<file path="src/rtl/rep_sub_pkg.sv">
// Shared types and constants for the repeated-subtraction divider.
package rep_sub_pkg;

    localparam int WIDTH_DEFAULT = 8;

    // Wide all-ones pattern; the divider slices it to its own WIDTH (up to 64 bits).
    localparam logic [63:0] QUO_DIV0_FULL = '1;

    typedef enum logic [1:0] {
        IDLE = 2'd0,
        SUB  = 2'd1,
        FIN  = 2'd2
    } state_t;

endpackage

</file>
<file path="src/rtl/rep_sub_divider_if.sv">
// START/DONE handshake and operand/result bus between the controlling FSM and the divider.
interface rep_sub_divider_if #(
    parameter int WIDTH = 8
);

    logic             START;
    logic [WIDTH-1:0] DVND;
    logic [WIDTH-1:0] DVSR;
    logic [WIDTH-1:0] QUO;
    logic [WIDTH-1:0] REM;
    logic             BUSY;
    logic             DONE;
    logic             DIV0;

    modport master (
        output START, DVND, DVSR,
        input  QUO, REM, BUSY, DONE, DIV0
    );

    modport slave (
        input  START, DVND, DVSR,
        output QUO, REM, BUSY, DONE, DIV0
    );

endinterface

</file>
<file path="src/rtl/sub_step.sv">
// One compare/subtract step: flags rem >= divisor and offers rem - divisor.
module sub_step #(
    parameter int WIDTH = 8
) (
    input  logic [WIDTH-1:0] rem,
    input  logic [WIDTH-1:0] divisor,
    output logic             ge,
    output logic [WIDTH-1:0] diff
);

    assign ge   = (rem >= divisor);
    assign diff = rem - divisor;

endmodule

</file>
<file path="src/rtl/rep_sub_divider.sv">
// Sequential unsigned divider: subtracts the latched divisor once per cycle until
// the remainder drops below it, counting subtractions as the quotient.
module rep_sub_divider
    import rep_sub_pkg::*;
#(
    parameter int WIDTH = WIDTH_DEFAULT
) (
    input  logic                clk,
    input  logic                CLR,
    rep_sub_divider_if.slave    bus
);

    localparam logic [WIDTH-1:0] QUO_DIV0 = QUO_DIV0_FULL[WIDTH-1:0];

    state_t           state;
    state_t           state_nxt;
    logic [WIDTH-1:0] quo;
    logic [WIDTH-1:0] rem;
    logic [WIDTH-1:0] divisor;
    logic             div0;
    logic             ge;
    logic [WIDTH-1:0] diff;

    sub_step #(
        .WIDTH (WIDTH)
    ) u_sub_step (
        .rem     (rem),
        .divisor (divisor),
        .ge      (ge),
        .diff    (diff)
    );

    always_comb begin
        state_nxt = state;
        case (state)
            IDLE: begin
                if (bus.START) begin
                    state_nxt = (bus.DVSR == '0) ? FIN : SUB;
                end
            end
            SUB: begin
                if (!ge) begin
                    state_nxt = FIN;
                end
            end
            FIN:     state_nxt = IDLE;
            default: state_nxt = IDLE;
        endcase
    end

    // Operands are captured only on an accepted START; later bus changes are ignored.
    always_ff @(posedge clk) begin
        if (CLR) begin
            state   <= IDLE;
            quo     <= '0;
            rem     <= '0;
            divisor <= '0;
            div0    <= 1'b0;
        end else begin
            state <= state_nxt;
            case (state)
                IDLE: begin
                    if (bus.START) begin
                        rem     <= bus.DVND;
                        divisor <= bus.DVSR;
                        if (bus.DVSR == '0) begin
                            quo  <= QUO_DIV0;
                            div0 <= 1'b1;
                        end else begin
                            quo  <= '0;
                            div0 <= 1'b0;
                        end
                    end
                end
                SUB: begin
                    if (ge) begin
                        rem <= diff;
                        quo <= quo + WIDTH'(1);
                    end
                end
                default: begin
                end
            endcase
        end
    end

    assign bus.QUO  = quo;
    assign bus.REM  = rem;
    assign bus.DIV0 = div0;
    assign bus.BUSY = (state != IDLE);
    assign bus.DONE = (state == FIN);

endmodule

</file>
<file path="src/flat_wrapper.sv">
// flat-port wrapper written by rule: the top's interface ports become plain ports
module rep_sub_divider_flat import rep_sub_pkg::*;
#(
    parameter int WIDTH = WIDTH_DEFAULT
)
  (clk, CLR, bus_START, bus_DVND, bus_DVSR, bus_QUO, bus_REM, bus_BUSY, bus_DONE, bus_DIV0);
  rep_sub_divider_if #(.WIDTH(WIDTH)) bus_i ();
  input  logic clk;
  input  logic CLR;
  input wire logic [$bits(bus_i.START)-1:0] bus_START;
  input wire logic [$bits(bus_i.DVND)-1:0] bus_DVND;
  input wire logic [$bits(bus_i.DVSR)-1:0] bus_DVSR;
  output wire logic [$bits(bus_i.QUO)-1:0] bus_QUO;
  output wire logic [$bits(bus_i.REM)-1:0] bus_REM;
  output wire logic [$bits(bus_i.BUSY)-1:0] bus_BUSY;
  output wire logic [$bits(bus_i.DONE)-1:0] bus_DONE;
  output wire logic [$bits(bus_i.DIV0)-1:0] bus_DIV0;
  assign bus_i.START = bus_START;
  assign bus_i.DVND = bus_DVND;
  assign bus_i.DVSR = bus_DVSR;
  assign bus_QUO = bus_i.QUO;
  assign bus_REM = bus_i.REM;
  assign bus_BUSY = bus_i.BUSY;
  assign bus_DONE = bus_i.DONE;
  assign bus_DIV0 = bus_i.DIV0;
  rep_sub_divider #(.WIDTH(WIDTH)) u_core (.clk(clk), .CLR(CLR), .bus(bus_i));
endmodule
</file>
<file path="config.mk">
export PLATFORM = sky130hd
export DESIGN_NAME = rep_sub_divider_flat
export DESIGN_NICKNAME = d
export VERILOG_FILES = /design/src/rtl/rep_sub_pkg.sv /design/src/rtl/rep_sub_divider_if.sv /design/src/rtl/sub_step.sv /design/src/rtl/rep_sub_divider.sv /design/src/flat_wrapper.sv
export SDC_FILE = /design/constraint.sdc
export NUM_CORES = 1
export LEC_CHECK = 0
export BUFFER_PORTS_ARGS = -buffer_cell sky130_fd_sc_hd__buf_2
export CAP_MARGIN = 20
export CORE_MARGIN = 2
export CORE_UTILIZATION = 40
export CTS_CLUSTER_SIZE = 20
export DETAILED_ROUTE_END_ITERATION = 7
export HOLD_SLACK_MARGIN = 0.02
export PLACE_DENSITY = 0.66
export SYNTH_ARGS = -nofsm -noshare
export SYNTH_HDL_FRONTEND = slang
export SYNTH_HIERARCHICAL = 1
export SYNTH_SLANG_ARGS = --single-unit
</file>
<file path="constraint.sdc">
create_clock -name clk -period 2.69 [get_ports clk]
set_input_delay 0.269 -clock clk [delete_from_list [all_inputs] [get_ports clk]]
set_output_delay 0.269 -clock clk [all_outputs]
set_load 0.02 [all_outputs]
</file>
Yosys cells after proc, flatten, opt, wreduce, memory -nomap -nowiden
Cells that the tools add are included.
{ "word_totals": {"regBits": 27, "inputBits": 19, "word_cells": 32} }
{ "op_classes": {"n_mux": 12, "magnitude_cmp": 1, "n_eq_ne": 5, "reduce_logical": 7, "addsub": 2} }
{ "ops": {"columns": ["op", "count"], "rows": [
  ["2-to-1 mux 8 bit", 5],
  ["one-hot mux 8 bit (2 select lines)", 2],
  ["adder 8 x 1 -> 8 bit, second input constant", 1],
  ["greater-or-equal comparator 8 bit", 1],
  ["logical NOT 8 bit", 1],
  ["subtractor 8 bit", 1],
  ["2-to-1 mux 2 bit", 3],
  ["inequality test 2 bit, second input constant", 2],
  ["one-hot mux 2 bit (2 select lines)", 1],
  ["AND reduction 2 bit", 2],
  ["nonzero test 2 bit", 2],
  ["AND reduction 3 bit", 1],
  ["equality test 2 x 1 -> 1 bit, second input constant", 1],
  ["equality test 2 bit, second input constant", 1],
  ["logical NOT 2 bit", 1],
  ["inequality test 2 x 1 -> 1 bit, second input constant", 1],
  ["2-to-1 mux 1 bit", 1]
]} }

Logic depth before layout (Yosys ltp)
Gate-level depths: netlist of the first run.
{ "depth": {"depth_word": 4, "depth_mapped": 13, "mapped_depth_nobuf": 12} }

By module
Netlist of the first run, hierarchy kept.
{ "modules_own_cells": {"columns": ["module", "cells_per_inst", "area_per_inst_um2", "instances", "seq_area_each_um2"], "rows": [
  ["rep_sub_divider", 161, 1234.9, 1, 540.5],
  ["sub_step", 53, 381.6, 1, 0.0]
]} }

Worst setup path after synthesis of the first run
OpenSTA, ideal clock, no wires.
{ "synth_timing": {"path_type": "flip-flop to flip-flop", "startpoint": "reg u_core.rem[0], in the netlist u_core/bus.REM[0]", "endpoint": "reg u_core.quo[2], in the netlist u_core/bus.QUO[2]", "t_required_ns": 2.598, "path_buffers": 1, "path_slack_ns": 0.121, "setup_ns": 0.092, "period_less_slack_ns": 2.569, "arrival_ns": 2.476, "stages_incl_launch_ff": 14, "cell_sequence": "dfxtp_1 inv_1 ha_1 inv_1 fa_1 a21o_1 a21oi_1 a21oi_1 a211o_1 mux2i_1 or2_2 clkbuf_1 nor2_1 o32ai_1"} }
{ "synth_between": {"elab_chain_cells": 3} }
{ "synth_lines": {"columns": ["item", "line", "source"], "rows": [
  ["start: declaration", "rep_sub_divider.sv:18", "logic [WIDTH-1:0] rem;"],
  ["start signal: assignment", "rep_sub_divider.sv:64", "rem <= bus.DVND;"],
  ["start signal: assignment", "rep_sub_divider.sv:77", "rem <= diff;"],
  ["greater-or-equal comparator 8 bit", "sub_step.sv:11", "assign ge = (rem >= divisor);"],
  ["via u_core.ge", "rep_sub_divider.sv:21", "logic ge;"],
  ["inequality test 2 x 1 -> 1 bit (no line)", null, null],
  ["AND reduction 3 bit (no line)", null, null],
  ["end signal: assignment", "rep_sub_divider.sv:78", "quo <= quo + WIDTH'(1);"],
  ["end: declaration", "rep_sub_divider.sv:17", "logic [WIDTH-1:0] quo;"]
]} }
The timed path passes the listed nets, and every way through them passes these cells.
A chain may end at the register's enable or synchronous reset.

Final worst setup path of the first run
Same ends and word-level chain as after synthesis.

==> metrics.txt, run 1 <==
# TYPE chip_impl_metric gauge
chip_impl_info{name="status",value="completed"} 1
chip_impl_metric{name="fin_crit_sh",unit=""} 0.948
chip_impl_metric{name="first_pass_grt_wire_length",unit="um"} 6020
chip_impl_info{name="synth_top_family_by_area",value="simple AND/OR/NAND/NOR gates"} 1
chip_impl_metric{name="leakage",unit="nW"} 0.813
chip_impl_metric{name="combPwrFrac",unit=""} 0.607
chip_impl_metric{name="synthArstFlopShare",unit=""} 0
chip_impl_metric{name="die_height",unit="um"} 67.6
chip_impl_metric{name="drtAntennaViolNets",unit=""} 0
chip_impl_metric{name="reg2reg_slack",unit="ns"} 0.14
chip_impl_metric{name="postSynthNetCount",unit=""} 243
chip_impl_metric{name="finalHoldWorstSlack",unit="ns"} 0.230
chip_impl_metric{name="post_synth.cell_area_avg",unit="sq um"} 7.55
chip_impl_metric{name="remaining_drcs",unit=""} 0
chip_impl_info{name="timing.critical_path.to_type",value="flop"} 1
chip_impl_metric{name="netSwitchingFraction",unit=""} 0.467
chip_impl_info{name="post-synth-top-area-cell",value="sky130_fd_sc_hd__dfxtp_1"} 1
chip_impl_metric{name="design_power_total",unit="mW"} 2.11
chip_impl_metric{name="power-per-cell-area",unit="nW/um^2"} 1120
chip_impl_metric{name="multi_input_combinational_cell_area",unit="sq um"} 968
chip_impl_metric{name="area.growth.synth_to_final",unit="%"} 16.4
chip_impl_metric{name="number_of_global_route_vias_before_repair",unit=""} 1331
chip_impl_metric{name="library_cells_used_by_synthesis",unit=""} 44
chip_impl_metric{name="coreArea",unit="sq um"} 3940
chip_impl_metric{name="synth_area",unit="sq um"} 1620
chip_impl_info{name="most_common_cell_in_the_netlist",value="sky130_fd_sc_hd__nand2_1"} 1
chip_impl_info{name="worst_setup_path_start_kind",value="flop"} 1
chip_impl_metric{name="design.die.area",unit="sq um"} 4570
chip_impl_metric{name="tritoncts.num_buffers",unit=""} 3
chip_impl_info{name="r2r-end",value="u_core/bus.QUO[2]"} 1
chip_impl_metric{name="tightestPinTransition",unit="ns"} 0.670
chip_impl_metric{name="clock_transition_time_at_the_flip_flop_clock_pins_of_the_worst_setup_and_hold_paths",unit="ns"} 0.10
chip_impl_metric{name="maxCapViolations",unit=""} 0
chip_impl_metric{name="yosys.area_share.xor_xnor",unit=""} 0.0217
chip_impl_metric{name="post_cts_hold_buffer_count",unit=""} 0
chip_impl_metric{name="synth_top_area_frac",unit=""} 0.334
chip_impl_metric{name="synth.yosys.seq_area_share",unit=""} 0.334
chip_impl_metric{name="buffer_ports.inserted",unit=""} 37
chip_impl_info{name="min_path_type",value="primary input to flop"} 1
chip_impl_metric{name="row_count",unit=""} 23
chip_impl_metric{name="p_clk_frac",unit=""} 0.110
chip_impl_metric{name="synthesis.yosys.warnings",unit=""} 6
chip_impl_info{name="yosys-top-cells-count",value="38 x sky130_fd_sc_hd__nand2_1, 27 x sky130_fd_sc_hd__dfxtp_1, 22 x sky130_fd_sc_hd__nor2_1"} 1
chip_impl_metric{name="finalMaxSlewViolations",unit=""} 0
chip_impl_metric{name="ctsLongestPathBuffers",unit=""} 2
chip_impl_metric{name="antenna_diode_instance_count",unit=""} 0
chip_impl_metric{name="simple_gate_fraction_of_synth_area",unit=""} 0.266
chip_impl_metric{name="power.internal",unit="mW"} 1.12
chip_impl_metric{name="drtPass1Iterations",unit=""} 4
chip_impl_metric{name="groute.usage.overall",unit=""} 0.174
chip_impl_metric{name="hold_path_depth",unit=""} 3
chip_impl_metric{name="synth.area.mux_share",unit=""} 0.00619
chip_impl_metric{name="drt_wl_total",unit="um"} 3830
chip_impl_info{name="yosys_most_used_dff",value="sky130_fd_sc_hd__dfxtp_1"} 1
chip_impl_metric{name="hold_viol",unit=""} 0
chip_impl_metric{name="timing.reg2reg.worst_path_depth",unit=""} 12
chip_impl_metric{name="synth_fa_ha_area_frac",unit=""} 0.0820
chip_impl_metric{name="clk_latency",unit="ns"} 0.27
chip_impl_metric{name="finClkSkew",unit="ns"} 0.00771
chip_impl_metric{name="dp_hpwl",unit="um"} 2820
chip_impl_metric{name="routed_wire_length_per_instance",unit="um"} 12.9
chip_impl_metric{name="vdd_ir_drop_max",unit="uV"} 347
chip_impl_metric{name="final_layout_size_suffix_gt1_frac",unit=""} 0.203
chip_impl_info{name="crit-reg2reg-launch",value="u_core/bus.REM[0]"} 1
chip_impl_metric{name="grt_antenna_before_repair",unit=""} 0
chip_impl_metric{name="timing.fmax",unit="MHz"} 392
chip_impl_info{name="cts-root-buf",value="sky130_fd_sc_hd__clkbuf_8"} 1
chip_impl_metric{name="clock_sink_count",unit=""} 27
chip_impl_metric{name="synth_area_in_compound_gates",unit=""} 0.221
chip_impl_info{name="rsz0062_at_grt",value="yes"} 1
chip_impl_metric{name="critical_path_peak_fanout",unit=""} 7
chip_impl_metric{name="setup_viol",unit=""} 0
chip_impl_metric{name="route.vias.total",unit=""} 1588
chip_impl_metric{name="max_slew_margin",unit=""} 0.553
chip_impl_metric{name="maximum_number_of_pins_on_one_net_before_global_route_repair",unit=""} 28
chip_impl_metric{name="design.final.nets",unit=""} 276
chip_impl_metric{name="switching_power",unit="mW"} 0.984
chip_impl_metric{name="grt_overflow",unit=""} 0
chip_impl_metric{name="ys_ff_latch",unit=""} 27
chip_impl_metric{name="ff_latch_area",unit="sq um"} 541
chip_impl_metric{name="critPathRequiredTime",unit="ns"} 2.88
chip_impl_metric{name="layout.filler_cells",unit=""} 435
chip_impl_info{name="most_area_consuming_cells_after_synthesis",value="sky130_fd_sc_hd__dfxtp_1 33%, sky130_fd_sc_hd__nand2_1 8.8%, sky130_fd_sc_hd__ha_1 7.0%"} 1
chip_impl_metric{name="htree_levels",unit=""} 1
chip_impl_metric{name="drtIter0Drc",unit=""} 79
chip_impl_metric{name="critPathArrivalTime",unit="ns"} 2.74
chip_impl_metric{name="die_x",unit="um"} 67.6
chip_impl_info{name="min_to",value="u_core/divisor[2]"} 1
chip_impl_metric{name="detail_route.vias_per_cell",unit=""} 5.36
chip_impl_metric{name="boundaryPins",unit=""} 38
chip_impl_metric{name="seq_power_share",unit=""} 0.282
chip_impl_metric{name="synth_enable_flop_cells",unit=""} 0
chip_impl_metric{name="effective_utilization_at_floorplan",unit=""} 0.410
chip_impl_info{name="hp-start",value="bus_DVSR[2]"} 1
chip_impl_info{name="setup.worst_path.class",value="flop to flop"} 1
chip_impl_info{name="cts_tree",value="done"} 1
chip_impl_metric{name="gp_congestion",unit=""} 0.816
chip_impl_metric{name="postSynthCellCount",unit=""} 214
chip_impl_metric{name="shortest_clock_period_the_worst_path_allows_after_layout",unit="ns"} 2.55
-- area by class of cell --
cell class	instances	share of cell area
inverter	16	0.0319
timing repair buffer	39	0.108
tap	50	0.0332
multi-input combinational	160	0.515
clock buffer	3	0.0219
clock inverter	1	0.00266
sequential	27	0.287
-- cells by family after synthesis --
group,after synthesis
flip-flops,27
buffers and inverters,27
AO/OA/AOI/OAI,54
multiplexers,1
AND/OR/NAND/NOR,91
adder cells (fa/ha/maj),10
XOR/XNOR,4
-- registers in the layout, indices dropped and copies added, names as in the netlist --
name,cells
u_core/bus.REM,8
u_core/bus.QUO,8
u_core/state,2
u_core/bus.DIV0,1
u_core/divisor,8
-- metal layers --
layer  global-route usage  part of all wire  up-vias
li1                     -                 -      815
met1                0.225              0.47      747
met2                0.298              0.49       24
met3               0.0200             0.030        2
met4               0.0612            0.0065        0
met5                    0                 0        -
-- power by group through the flow --
stage | Combinational, mW | Clock (mW) | Sequential, mW
2_1_floorplan | 0.918 | 0 | 0.670
3_3_place_gp | 1.25 | 0 | 0.601
3_5_place_dp | 1.25 | 0 | 0.605
4_1_cts | 1.25 | 0.242 | 0.595
5_1_grt | 1.42 | 0.265 | 0.611
6_report | 1.28 | 0.233 | 0.595
-- worst max path at each step --
stage                 startpoint                 to  cells after the start
2_1_floorplan  u_core/bus.REM[0]  u_core/bus.QUO[2]                     13
3_3_place_gp   u_core/bus.REM[0]  u_core/bus.QUO[6]                     12
3_5_place_dp   u_core/bus.REM[0]  u_core/bus.QUO[2]                     12
4_1_cts        u_core/bus.REM[0]  u_core/bus.QUO[6]                     12
5_1_grt        u_core/bus.REM[0]  u_core/bus.QUO[0]                     12
6_report       u_core/bus.REM[0]  u_core/bus.QUO[2]                     12
-- placed cells by master (no fill, tap or decap), types with 2 or more instances in the layout --
cell type,n
sky130_fd_sc_hd__nand2_1,38
sky130_fd_sc_hd__buf_2,37
sky130_fd_sc_hd__dfxtp_1,27
sky130_fd_sc_hd__nor2_1,22
sky130_fd_sc_hd__a21oi_1,17
sky130_fd_sc_hd__inv_1,16
sky130_fd_sc_hd__o21ai_0,10
sky130_fd_sc_hd__ha_1,9
sky130_fd_sc_hd__a311oi_1,8
sky130_fd_sc_hd__nor3_1,6
sky130_fd_sc_hd__a31oi_1,4
sky130_fd_sc_hd__clkbuf_8,3
sky130_fd_sc_hd__nand2b_1,3
sky130_fd_sc_hd__nand3_1,3
sky130_fd_sc_hd__nand4_1,3
sky130_fd_sc_hd__and2_1,3
sky130_fd_sc_hd__xnor2_1,3
sky130_fd_sc_hd__a21o_1,3
sky130_fd_sc_hd__or4_1,2
sky130_fd_sc_hd__a211oi_1,2
sky130_fd_sc_hd__or3_1,2
sky130_fd_sc_hd__a21oi_2,2
-- through the flow --
stage                     setup WS, ns  utilization  std cells  instance area, sq um  setup TNS, ns
after floorplan                  0.121            -        214                  1620              0
after global placement           0.215        0.462        291                  1820              0
after detailed placement         0.130        0.462        291                  1820              0
after CTS                        0.102        0.474        295                  1870              0
after global routing           -0.0311        0.477        296                  1880        -0.0815
final                            0.140        0.477        296                  1880              0
-- timing repair --
action | in CTS | in global routing
gates resized for setup | 0 | 2
setup buffers | 0 | 1
setup endpoints to repair | 0 | 16
hold endpoints to repair | 0 | 0
-- worst max-delay path, stage by stage (launching register included) --
cell and delay, ns:
sky130_fd_sc_hd__dfxtp_1 0.33, sky130_fd_sc_hd__inv_1 0.05, sky130_fd_sc_hd__ha_1 0.14, sky130_fd_sc_hd__inv_1 0.05
sky130_fd_sc_hd__fa_1 0.40, sky130_fd_sc_hd__a21o_1 0.20, sky130_fd_sc_hd__a21oi_2 0.17, sky130_fd_sc_hd__a21oi_1 0.08
sky130_fd_sc_hd__a211o_1 0.31, sky130_fd_sc_hd__mux2i_1 0.23, sky130_fd_sc_hd__or2_2 0.24, sky130_fd_sc_hd__nor2_1 0.07
sky130_fd_sc_hd__o32ai_1 0.20
(Power assumes the default switching activity.)
==> run 2, diff against run 1 <==
CTS_CLUSTER_DIAMETER = 50   (was default)
RECOVER_POWER = 25   (was default)
==> run 2 against run 1 <==
  * Sequential share of layout area increased by 0.19 points
  * Combinational power is essentially flat
  * Critical path depth unchanged
  * Routed wire length increased by 0.31%
  * Non-clock buffer count did not move
  * Highest routed layer unchanged
  * Via count rose by 0.38%
  * First-iteration DRC count decreased by 22%
  * Critical endpoint unchanged
  * Largest power group unchanged
  * Sequential power barely moved
  * Global-route usage unchanged
  * Register-to-register slack barely moved
  * Maximum frequency is 0.37% lower
==> metrics.txt, run 2 (synthesis gave the netlist of run 1 again) <==
# TYPE chip_impl_metric gauge
chip_impl_metric{name="boundaryPins",unit=""} 38
chip_impl_info{name="worst_setup_path_start_kind",value="flop"} 1
chip_impl_metric{name="design_power_total",unit="mW"} 2.10
chip_impl_metric{name="groute.usage.overall",unit=""} 0.174
chip_impl_metric{name="coreArea",unit="sq um"} 3940
chip_impl_info{name="crit_path_cell_trace",value="inv_1 -> ha_1 -> inv_1 -> fa_1 -> a21o_1 -> a21oi_2 -> a21oi_1 -> a211o_1 -> mux2i_1 -> or2_2 -> nor2_1 -> o32ai_1"} 1
chip_impl_metric{name="route.layer.met1.wl",unit="um"} 1790
chip_impl_metric{name="clk_latency",unit="ns"} 0.27
chip_impl_metric{name="clock_transition_time_at_the_flip_flop_clock_pins_of_the_worst_setup_and_hold_paths",unit="ns"} 0.10
chip_impl_metric{name="finalHoldWorstSlack",unit="ns"} 0.230
chip_impl_metric{name="number_of_global_route_vias_before_repair",unit=""} 1331
chip_impl_info{name="min_path_type",value="primary input to flop"} 1
chip_impl_metric{name="clock_sink_count",unit=""} 27
chip_impl_metric{name="leakage",unit="nW"} 0.774
chip_impl_metric{name="critPathRequiredTime",unit="ns"} 2.88
chip_impl_metric{name="design.die.area",unit="sq um"} 4570
chip_impl_metric{name="timing.fmax",unit="MHz"} 391
chip_impl_info{name="cp_common_cell",value="sky130_fd_sc_hd__inv_1"} 1
chip_impl_metric{name="maximum_number_of_pins_on_one_net_before_global_route_repair",unit=""} 28
chip_impl_info{name="status",value="completed"} 1
chip_impl_metric{name="drtIter0Drc",unit=""} 62
chip_impl_metric{name="critical_path_peak_fanout",unit=""} 7
chip_impl_metric{name="dp_worst_setup_slack",unit="ns"} 0.130
chip_impl_metric{name="route.vias.total",unit=""} 1594
chip_impl_metric{name="final_layout_size_suffix_gt1_frac",unit=""} 0.163
chip_impl_info{name="cts_tree",value="done"} 1
chip_impl_metric{name="buffer_ports.inserted",unit=""} 37
chip_impl_metric{name="fin_crit_sh",unit=""} 0.951
chip_impl_metric{name="max_slew_margin",unit=""} 0.559
chip_impl_metric{name="remaining_drcs",unit=""} 0
chip_impl_metric{name="drtPass1Iterations",unit=""} 4
chip_impl_metric{name="die_x",unit="um"} 67.6
chip_impl_info{name="path_delay_family",value="compound AO/OA/AOI/OAI gates"} 1
chip_impl_info{name="timing.critical_path.to_type",value="flop"} 1
chip_impl_metric{name="htree_levels",unit=""} 1
chip_impl_metric{name="drt_wl_total",unit="um"} 3840
chip_impl_info{name="cts-root-buf",value="sky130_fd_sc_hd__clkbuf_8"} 1
chip_impl_metric{name="gp_congestion",unit=""} 0.816
chip_impl_info{name="mostFrequentLayoutCells",value="38 x sky130_fd_sc_hd__nand2_1, 27 x sky130_fd_sc_hd__buf_2, 27 x sky130_fd_sc_hd__dfxtp_1"} 1
chip_impl_metric{name="drtAntennaViolNets",unit=""} 0
chip_impl_metric{name="maxCapViolations",unit=""} 0
chip_impl_metric{name="power-per-cell-area",unit="nW/um^2"} 1120
chip_impl_metric{name="route.met3.wl",unit="um"} 148
chip_impl_metric{name="tightestPinTransition",unit="ns"} 0.661
chip_impl_metric{name="area.growth.synth_to_final",unit="%"} 15.6
chip_impl_metric{name="row_count",unit=""} 23
chip_impl_metric{name="design.final.nets",unit=""} 276
chip_impl_info{name="rsz0062_at_grt",value="yes"} 1
chip_impl_metric{name="worst-path-buf-inv",unit=""} 2
chip_impl_metric{name="routed_wire_length_per_instance",unit="um"} 13.0
chip_impl_metric{name="dp_hpwl",unit="um"} 2820
chip_impl_metric{name="postLayoutCoreUtil",unit=""} 0.474
chip_impl_info{name="topRoutingLayerUsed",value="met4"} 1
chip_impl_metric{name="setup_viol",unit=""} 0
chip_impl_metric{name="postLayoutCellArea",unit="sq um"} 1870
chip_impl_metric{name="effective_utilization_at_floorplan",unit=""} 0.410
chip_impl_metric{name="routed-wl-met2",unit="um"} 1880
chip_impl_metric{name="vdd_ir_drop_max",unit="uV"} 344
chip_impl_info{name="critPathSlowestCell",value="sky130_fd_sc_hd__fa_1"} 1
chip_impl_metric{name="worst_slack",unit="ns"} 0.131
chip_impl_metric{name="die_height",unit="um"} 67.6
chip_impl_metric{name="max_stage_delay",unit="ns"} 0.40
chip_impl_metric{name="hold_viol",unit=""} 0
chip_impl_metric{name="first_pass_grt_wire_length",unit="um"} 6020
chip_impl_metric{name="tritoncts.num_buffers",unit=""} 3
chip_impl_metric{name="finalMaxSlewViolations",unit=""} 0
chip_impl_metric{name="finClkSkew",unit="ns"} 0.00806
chip_impl_metric{name="antenna_diode_instance_count",unit=""} 0
chip_impl_info{name="setup.worst_path.class",value="flop to flop"} 1
chip_impl_info{name="most_common_library_cell_in_the_layout_ignoring_fill_and_taps",value="sky130_fd_sc_hd__nand2_1"} 1
chip_impl_metric{name="post_placement_cell_area",unit="sq um"} 1820
chip_impl_metric{name="shortest_clock_period_the_worst_path_allows_after_layout",unit="ns"} 2.56
chip_impl_metric{name="detail_route.vias_per_cell",unit=""} 5.39
chip_impl_metric{name="grt_antenna_before_repair",unit=""} 0
chip_impl_metric{name="grt_overflow",unit=""} 0
chip_impl_metric{name="ctsLongestPathBuffers",unit=""} 2
chip_impl_metric{name="critPathArrivalTime",unit="ns"} 2.75
-- run 2: cell types whose count changed in the layout (fill, tap and decap cells not counted), sizes merged --
cell,delta
buf,-10
clkbuf,+10
-- run 2: tightest hold or removal path, delay by kind of cell --
family,cells,cell delay (ns)
buf+inv,1,0.10
simple gates,1,0.05
compound gates,1,0.05
-- run 2: metrics by stage --
step	setup TNS, ns	std cells
after CTS	0	295
after detailed placement	0	291
after global placement	0	291
after global routing	-0.0815	296
after floorplan	0	214
final	0	296
-- run 2: area by class of cell --
class,count,area [sq um]
Multi-Input combinational cell,160,968
Fill cell,438,2070
Tap cell,50,62.6
Inverter,16,60.1
Timing Repair Buffer,39,191
Clock buffer,3,41.3
Sequential cell,27,541
Clock inverter,1,5.00
-- run 2: report_power, final --
part | internal, mW | switching, mW
Clock | 0.104 | 0.129
Sequential | 0.499 | 0.0969
Combinational | 0.507 | 0.760
Total | 1.11 | 0.986
-- run 2: per-layer routing --
layer / track usage / vias to the layer above
li1: - / 812
met1: 0.225 / 751
met2: 0.298 / 29
met3: 0.0200 / 2
met4: 0.0612 / 0
met5: 0 / -
-- run 2: path summary, 6_finish.rpt --
check | start | to | slack, ns | depth (start not counted)
max | u_core/bus.REM[0] | u_core/bus.QUO[2] | 0.13 | 12
min | bus_DVSR[2] | u_core/divisor[2] | 0.23 | 3
max reg2reg | u_core/bus.REM[0] | u_core/bus.QUO[2] | 0.13 | 12
min reg2reg | u_core/bus.DIV0 | u_core/bus.DIV0 | 0.46 | 2
-- run 2: what timing repair did --
action	CTS	global route
buffers inserted	0	1
resized for setup	0	2
setup endpoints to repair	0	16
hold buffers	0	0
==> run 3, diff against run 2 <==
CORE_ASPECT_RATIO = 1.2   (was default)
==> run 3 against run 2 <==
  * Clock-buffer cell count up 1
  * Largest cell class unchanged
  * First-iteration DRC count fell by 13%
  * Critical path type unchanged
  * Final area is 0.13% higher
  * Die area is essentially flat
  * Register-to-register slack better by 0.08 ns
==> metrics.txt, run 3 (synthesis gave the netlist of run 1 again) <==
# TYPE chip_impl_metric gauge
chip_impl_metric{name="critPathArrivalTime",unit="ns"} 2.67
chip_impl_metric{name="drtIter0Drc",unit=""} 54
chip_impl_metric{name="max_stage_delay",unit="ns"} 0.40
chip_impl_metric{name="setup_viol",unit=""} 0
chip_impl_metric{name="grt_antenna_before_repair",unit=""} 0
chip_impl_metric{name="first_pass_grt_wire_length",unit="um"} 6490
chip_impl_info{name="mostFrequentLayoutCells",value="38 x sky130_fd_sc_hd__nand2_1, 27 x sky130_fd_sc_hd__dfxtp_1, 26 x sky130_fd_sc_hd__buf_2"} 1
chip_impl_metric{name="number_of_global_route_vias_before_repair",unit=""} 1423
chip_impl_metric{name="timing.fmax",unit="MHz"} 404
chip_impl_metric{name="hold_path_depth",unit=""} 3
chip_impl_metric{name="remaining_drcs",unit=""} 0
chip_impl_metric{name="maximum_number_of_pins_on_one_net_before_global_route_repair",unit=""} 28
chip_impl_metric{name="finalMaxSlewViolations",unit=""} 0
chip_impl_info{name="cts_tree",value="done"} 1
chip_impl_info{name="most_common_library_cell_in_the_layout_ignoring_fill_and_taps",value="sky130_fd_sc_hd__nand2_1"} 1
chip_impl_metric{name="clk_latency",unit="ns"} 0.27
chip_impl_metric{name="design.die.area",unit="sq um"} 4570
chip_impl_info{name="crit_path_cell_trace",value="inv_1 -> ha_1 -> inv_1 -> fa_1 -> a21o_1 -> a21oi_2 -> a21oi_1 -> a211o_1 -> mux2i_2 -> nor2_1 -> buf_4 -> a221oi_2"} 1
chip_impl_metric{name="drtAntennaViolNets",unit=""} 0
chip_impl_metric{name="grt_overflow",unit=""} 0
chip_impl_metric{name="boundaryPins",unit=""} 38
chip_impl_metric{name="reg2reg_slack",unit="ns"} 0.22
chip_impl_metric{name="detail_route.vias_per_cell",unit=""} 5.28
chip_impl_metric{name="power.internal",unit="mW"} 1.11
chip_impl_metric{name="ff_latch_area",unit="sq um"} 541
chip_impl_metric{name="seq_power_share",unit=""} 0.280
chip_impl_metric{name="finClkSkew",unit="ns"} 0.00380
chip_impl_metric{name="cts.repair_timing.setup_buffer_count",unit=""} 0
chip_impl_info{name="r2r-end",value="u_core/bus.QUO[6]"} 1
chip_impl_info{name="cp-endpoint",value="u_core/bus.QUO[6]"} 1
chip_impl_metric{name="antenna_diode_instance_count",unit=""} 0
chip_impl_metric{name="p_clk_frac",unit=""} 0.110
chip_impl_metric{name="finalHoldWorstSlack",unit="ns"} 0.233
chip_impl_metric{name="gp_congestion",unit=""} 0.756
chip_impl_metric{name="netSwitchingFraction",unit=""} 0.474
chip_impl_info{name="timing.critical_path.to_type",value="flop"} 1
chip_impl_info{name="crit-reg2reg-launch",value="u_core/bus.REM[0]"} 1
chip_impl_metric{name="shortest_clock_period_the_worst_path_allows_after_layout",unit="ns"} 2.47
chip_impl_metric{name="tritoncts.num_buffers",unit=""} 3
chip_impl_metric{name="fin_crit_sh",unit=""} 0.920
chip_impl_metric{name="clock_transition_time_at_the_flip_flop_clock_pins_of_the_worst_setup_and_hold_paths",unit="ns"} 0.09
chip_impl_info{name="rsz0062_at_grt",value="no"} 1
chip_impl_info{name="start_point_of_the_critical_path",value="u_core/bus.REM[0]"} 1
chip_impl_metric{name="power-per-cell-area",unit="nW/um^2"} 1130
chip_impl_metric{name="critPathRequiredTime",unit="ns"} 2.89
chip_impl_info{name="status",value="completed"} 1
chip_impl_metric{name="final_layout_size_suffix_gt1_frac",unit=""} 0.159
chip_impl_metric{name="ctsLongestPathBuffers",unit=""} 2
chip_impl_metric{name="die_height",unit="um"} 73.6
chip_impl_metric{name="hold_viol",unit=""} 0
chip_impl_metric{name="switching_power",unit="mW"} 1.00
chip_impl_metric{name="coreArea",unit="sq um"} 3910
chip_impl_metric{name="row_count",unit=""} 25
chip_impl_metric{name="drtPass1Iterations",unit=""} 4
chip_impl_metric{name="timing.reg2reg.worst_path_depth",unit=""} 12
chip_impl_metric{name="max_slew_margin",unit=""} 0.548
chip_impl_metric{name="maxCapViolations",unit=""} 0
chip_impl_metric{name="groute.usage.overall",unit=""} 0.188
chip_impl_info{name="setup.worst_path.class",value="flop to flop"} 1
chip_impl_metric{name="layout.filler_cells",unit=""} 432
chip_impl_metric{name="tightestPinTransition",unit="ns"} 0.678
chip_impl_info{name="min_path_type",value="primary input to flop"} 1
chip_impl_metric{name="setup-tns-final",unit="ns"} 0
chip_impl_info{name="critPathSlowestCell",value="sky130_fd_sc_hd__fa_1"} 1
chip_impl_metric{name="die_x",unit="um"} 62.0
chip_impl_info{name="cp_common_cell",value="sky130_fd_sc_hd__inv_1"} 1
chip_impl_metric{name="htree_levels",unit=""} 1
chip_impl_metric{name="route.vias.total",unit=""} 1585
chip_impl_metric{name="combPwrFrac",unit=""} 0.609
chip_impl_metric{name="clock_sink_count",unit=""} 27
chip_impl_info{name="worst_setup_path_start_kind",value="flop"} 1
chip_impl_metric{name="critical_path_peak_fanout",unit=""} 13
chip_impl_metric{name="effective_utilization_at_floorplan",unit=""} 0.413
chip_impl_info{name="cts-root-buf",value="sky130_fd_sc_hd__clkbuf_8"} 1
chip_impl_metric{name="leakage",unit="nW"} 0.767
chip_impl_metric{name="vdd_ir_drop_max",unit="uV"} 429
chip_impl_metric{name="buffer_ports.inserted",unit=""} 37
chip_impl_metric{name="multi_input_combinational_cell_area",unit="sq um"} 972
chip_impl_metric{name="dp_hpwl",unit="um"} 2890
chip_impl_metric{name="area.growth.synth_to_final",unit="%"} 15.8
chip_impl_metric{name="drt_wl_total",unit="um"} 3980
chip_impl_metric{name="routed_wire_length_per_instance",unit="um"} 13.3
chip_impl_metric{name="design.final.nets",unit=""} 276
==> run 3: changes by cell type in the layout (fill, tap and decap cells not counted), sizes merged <==
cell and delta:
buf -1, clkbuf +2, clkinv -1
==> run 3: per-stage QoR <==
step	total power [mW]	cells	worst slack, ns	area, sq um	util
global route	2.30	300	0.0242	1870	0.479
detailed placement	1.88	296	0.146	1830	0.469
finish	2.12	300	0.215	1870	0.479
floorplan	1.59	214	0.121	1620	-
CTS	2.11	300	0.118	1880	0.480
global placement	1.86	296	0.209	1830	0.469
==> run 3: area by class of cell <==
type	instances	area share
clock buffer	4	0.0241
inverter	16	0.0321
multi-input combinational	160	0.519
sequential	27	0.289
tap	54	0.0361
timing repair buffer	39	0.0996
==> run 3: worst min path at each step <==
stage	slack [ns]	end	start
after floorplan	0.40	u_core/divisor[1]	bus_DVSR[1]
after global placement	0.45	u_core/divisor[1]	u_core/divisor[1]
after detailed placement	0.45	u_core/bus.DIV0	u_core/bus.DIV0
after CTS	0.23	u_core/divisor[4]	bus_DVSR[4]
after global routing	0.24	u_core/divisor[4]	bus_DVSR[4]
final	0.23	u_core/divisor[4]	bus_DVSR[4]
==> run 3: timing repair <==
item                                    4_1_cts  5_1_grt
hold buffers                                  0        0
resized for setup                             0        2
endpoints found under the setup margin        0       16
==> run 3: critical path, delay by kind of cell (launching register included) <==
kind                       cells  cell delay (ns)
AOI/OAI and AO/OA              5             0.95
adders and majority gates      2             0.54
buffers and inverters          3             0.29
DFF                            1             0.33
muxes                          1             0.20
and+or+nand+nor                1             0.08
==> run 3: routing by layer <==
metal,global-route usage,share of wire,vias up
met5,0,0,-
met4,0.0591,0.013,0
met3,0.0299,0.039,5
met2,0.314,0.49,27
met1,0.243,0.46,747
li1,-,-,806
==> run 3: power by group through the flow <==
stage	combinational, mW	clock (mW)	sequential [mW]
after floorplan	0.918	0	0.670
after global placement	1.26	0	0.598
after detailed placement	1.28	0	0.600
after CTS	1.28	0.241	0.590
after global routing	1.44	0.253	0.610
final	1.29	0.234	0.593
